===== src/rtl/mux41_rr.sv =====
// mux41_rr: round-robin merge of four valid/ready lanes into one lane-tagged registered stream
module mux41_rr #(
  parameter int W = 8
) (
  input  logic           clk,
  input  logic           rst,
  input  logic           en,
  input  logic [4*W-1:0] d,
  input  logic [3:0]     v,
  output logic [3:0]     rdy,
  output logic [W-1:0]   y,
  output logic [1:0]     s,
  output logic           yv,
  input  logic           yr
);
  localparam logic [0:0] EMPTY = 1'b0;
  localparam logic [0:0] FULL  = 1'b1;
  logic [0:0] state;
  logic [1:0] ptr, g;
  logic       hit, slot_free, grant;
  // scan from the farthest lane back to ptr so the nearest requester wins
  always_comb begin
    g = ptr;
    hit = 1'b0;
    for (int i = 3; i >= 0; i--)
      if (v[ptr + 2'(i)]) begin
        g = ptr + 2'(i);
        hit = 1'b1;
      end
  end
  assign yv        = (state == FULL);
  assign slot_free = (state == EMPTY) | (yv & yr);
  assign grant     = en & slot_free & hit & ~rst;
  assign rdy       = grant ? 4'(1) << g : 4'b0000;
  always_ff @(posedge clk) begin
    if (rst) begin
      state <= EMPTY;
      y     <= '0;
      s     <= 2'b00;
      ptr   <= 2'b00;
    end else if (grant) begin
      state <= FULL;
      y     <= d[g*W +: W];
      s     <= g;
      ptr   <= g + 2'd1;
    end else if (yv & yr) begin
      state <= EMPTY;
    end
  end
endmodule

===== config.mk =====
export PLATFORM = sky130hd
export DESIGN_NAME = mux41_rr
export DESIGN_NICKNAME = d
export VERILOG_FILES = /design/src/rtl/mux41_rr.sv
export SDC_FILE = /design/constraint.sdc
export NUM_CORES = 1
export LEC_CHECK = 0
export ABC_AREA = 1
export ABC_CLOCK_PERIOD_IN_PS = 3900
export CORE_UTILIZATION = 35
export DETAILED_ROUTE_END_ITERATION = 12
export PLACE_DENSITY = 0.71
export SETUP_SLACK_MARGIN = 0.02
export SYNTH_ARGS = -nofsm -noshare
export SYNTH_HDL_FRONTEND = slang
export SYNTH_SLANG_ARGS = --single-unit

===== constraint.sdc =====
create_clock -name clk -period 3.9 [get_ports clk]
set_input_delay 0.78 -clock clk [delete_from_list [all_inputs] [get_ports clk]]
set_output_delay 0.78 -clock clk [all_outputs]
set_load 0.005 [all_outputs]

==> reports/qor.yml <==
clock.fmax_mhz: 275
p_per_area_nw_per_um2: 358
layout_commonest_cell: "nand3_1"
setup_ws_ns: 0.268
outcome: "complete, but fails checks"
fin_crit_ns: 3.63
gp_congestion: 0.888
fin_skew_ns: 0.000614
holdPathStages: 2
dieArea_um2: 3370
maxCapViolations: 0
die_h_um: 58.1
routed_wl_um: 3110
syn2layout_area_growth_pct: 54.5
cts_buffer_depth: 2
drtIter0Drc: 76
tightest_slew_ns: 0.620
synth_warnings: 0
rsz0062_at_grt: "false"
cts_buffers: 3
synthCells: 169
ir_drop_v: 0.000241
hold_class: "reg -> reg"
worstSetupStartpointType: "input pin"
fin_crit_sh: 0.931
grt_max_degree: 20
synth_seq_cells: 13
power.switching_uw: 248
timing.rr.end: "y[7]"
ant_nets: 0
portBuffers: 54
reg2reg_from: "ptr[0]"
start_util: 0.382
cts_resized: 0
htree_levels: 1
final_cell_mix: "nand3_1 (55), clkdlybuf4s50_1 (54), nand2_1 (37)"
worst_setup_hold_path_clk_slew_ns: 0.08
synth-async-reset-ratio: 0
hpwl_um: 2380
path_cells: "clkdlybuf4s50_1 > inv_1 > o21ai_2 > nand2_1 > nand3_2 > nand3_2 > nand2_4 > nand2_8 > nor2_1 > inv_1 > nor2_1 > clkdlybuf4s50_1"
r2r_slack_ns: 1.84
crit_fanout: 19
ys_types: 24
slew_violations: 0
synth_edf_count: 0
cts_tree: "done"
pwr-share-clk: 0.137
num_vias: 1318
reg2reg_depth: 12
cts-root-buf: "clkbuf_4"
dp_cells: 263
drt-pass1-iter-count: 8
nets: 266
yosysSeqAreaShare: 0.237
synth_nets: 209
core_area_um2: 2880
cts_setup_buffers: 0
diodes: 0
critPathArrivalTime_ns: 2.85
switching_share: 0.407
p_leak_nw: 0.775
slowest_delay_ns: 0.51
wire_per_inst_um: 11.6
holdBufCountCts: 0
clock-sinks: 13
die_w_um: 58.1
seqPwrFrac: 0.288
synth_area_per_cell_um2: 6.51
min_to: "y[6]"
comb_power_share: 0.576
grt_use_total: 0.199
relSlewSlack: 0.586
hold_violations: 0
antenna_found_initial: 0
setup_violations: 0
clock_latency_ns: 0.27
via_per_inst: 4.94
rows: 19
cp_data_required_time_ns: 3.12
post-route-util: 0.591
min_from: "y[6]"
grt.overflow.total: 0
final_cell_count_no_fill: 267
remaining_drc_errors: 2
synth_area_um2: 1100
internal-power_uw: 361
final_layout_size_suffix_gt1_frac: 0.173
slowest_stage: "clkdlybuf4s50_1"
tns_ns: 0
violations: "design-rule violations"
grt_pass1_wl_um: 5290
ios: 55
ys.flop_type: "dfxtp_1"
dpl_worst_slack_ns: 0.284
critPathKind: "in -> out"
grt_pass1_vias: 1264
end_kind: "output pin"
## metal layers
layer	vias to the layer above	wire length [um]	global-route usage
li1	667	-	-
met1	604	1440	0.251
met2	43	1500	0.358
met3	4	132	0.0179
met4	0	30	0.0612
met5	-	0	0
## logic make-up after synthesis
logic type / count (synthesis) / share of synthesized area
AND/OR/NAND/NOR: 120 / 0.573
buffers and inverters: 27 / 0.131
flip-flops: 13 / 0.237
AO/OA/AOI/OAI: 9 / 0.0592
## critical path: cells and delay by family
family / cells / cell delay (ns)
buffers and inverters: 4 / 1.11
and+or+nand+nor: 7 / 0.79
AOI/OAI and AO/OA: 1 / 0.16
## cell usage after synthesis, types with 2 or more instances
master   count  area, um2
nand2_4      2       22.5
buf_4        2       15.0
nand3_1     55        275
inv_1       14       52.6
nand3_2      4       40.0
buf_2        3       15.0
nor2_1       5       18.8
inv_2        4       15.0
a21oi_1      2       10.0
nand2_1     37        139
o21ai_0      2       10.0
dfxtp_1     13        260
nand2_2     15       93.8
## area by class of cell
cell class | count | area [um2]
inverters | 19 | 78.8
fillers | 276 | 1180
flip-flops and latches | 13 | 260
clock buffers | 4 | 26.3
multi-input cells | 129 | 696
well taps | 42 | 52.6
repair buffers | 60 | 586
## sequential cells by signal, summed over array words and instances, names as in the netlist
signal / flops
ptr: 2
yv: 1
y: 8
s: 2
## how the worst max path moves through the flow
| stage | cells past startpoint | end | startpoint | slack, ns |
|---|---|---|---|---|
| after floorplan | 10 | rdy[3] | v[3] | 1.37 |
| after global placement | 12 | rdy[0] | v[0] | 0.33 |
| after detailed placement | 12 | rdy[0] | v[3] | 0.28 |
| after CTS | 12 | rdy[0] | v[3] | 0.27 |
| after global routing | 12 | rdy[0] | v[3] | 0.09 |
| final | 12 | rdy[0] | v[3] | 0.27 |
## power groups by stage
| stage | combinational [mW] | sequential, mW | clock (mW) |
|---|---|---|---|
| after CTS | 0.353 | 0.175 | 0.0847 |
| after floorplan | 0.236 | 0.173 | 0 |
| final | 0.350 | 0.175 | 0.0831 |
| after global placement | 0.343 | 0.177 | 0 |
| after detailed placement | 0.351 | 0.177 | 0 |
| after global routing | 0.388 | 0.178 | 0.0913 |
## stage by stage
stage                     hold slack [ns]  power [mW]  area (um2)
after global placement              0.460       0.520        1670
after floorplan                     0.464       0.410        1100
after CTS                           0.477       0.612        1700
final                               0.474       0.609        1700
after global routing                0.492       0.658        1700
after detailed placement            0.459       0.528        1670
Note: power is estimated with default switching activity, not from simulation.
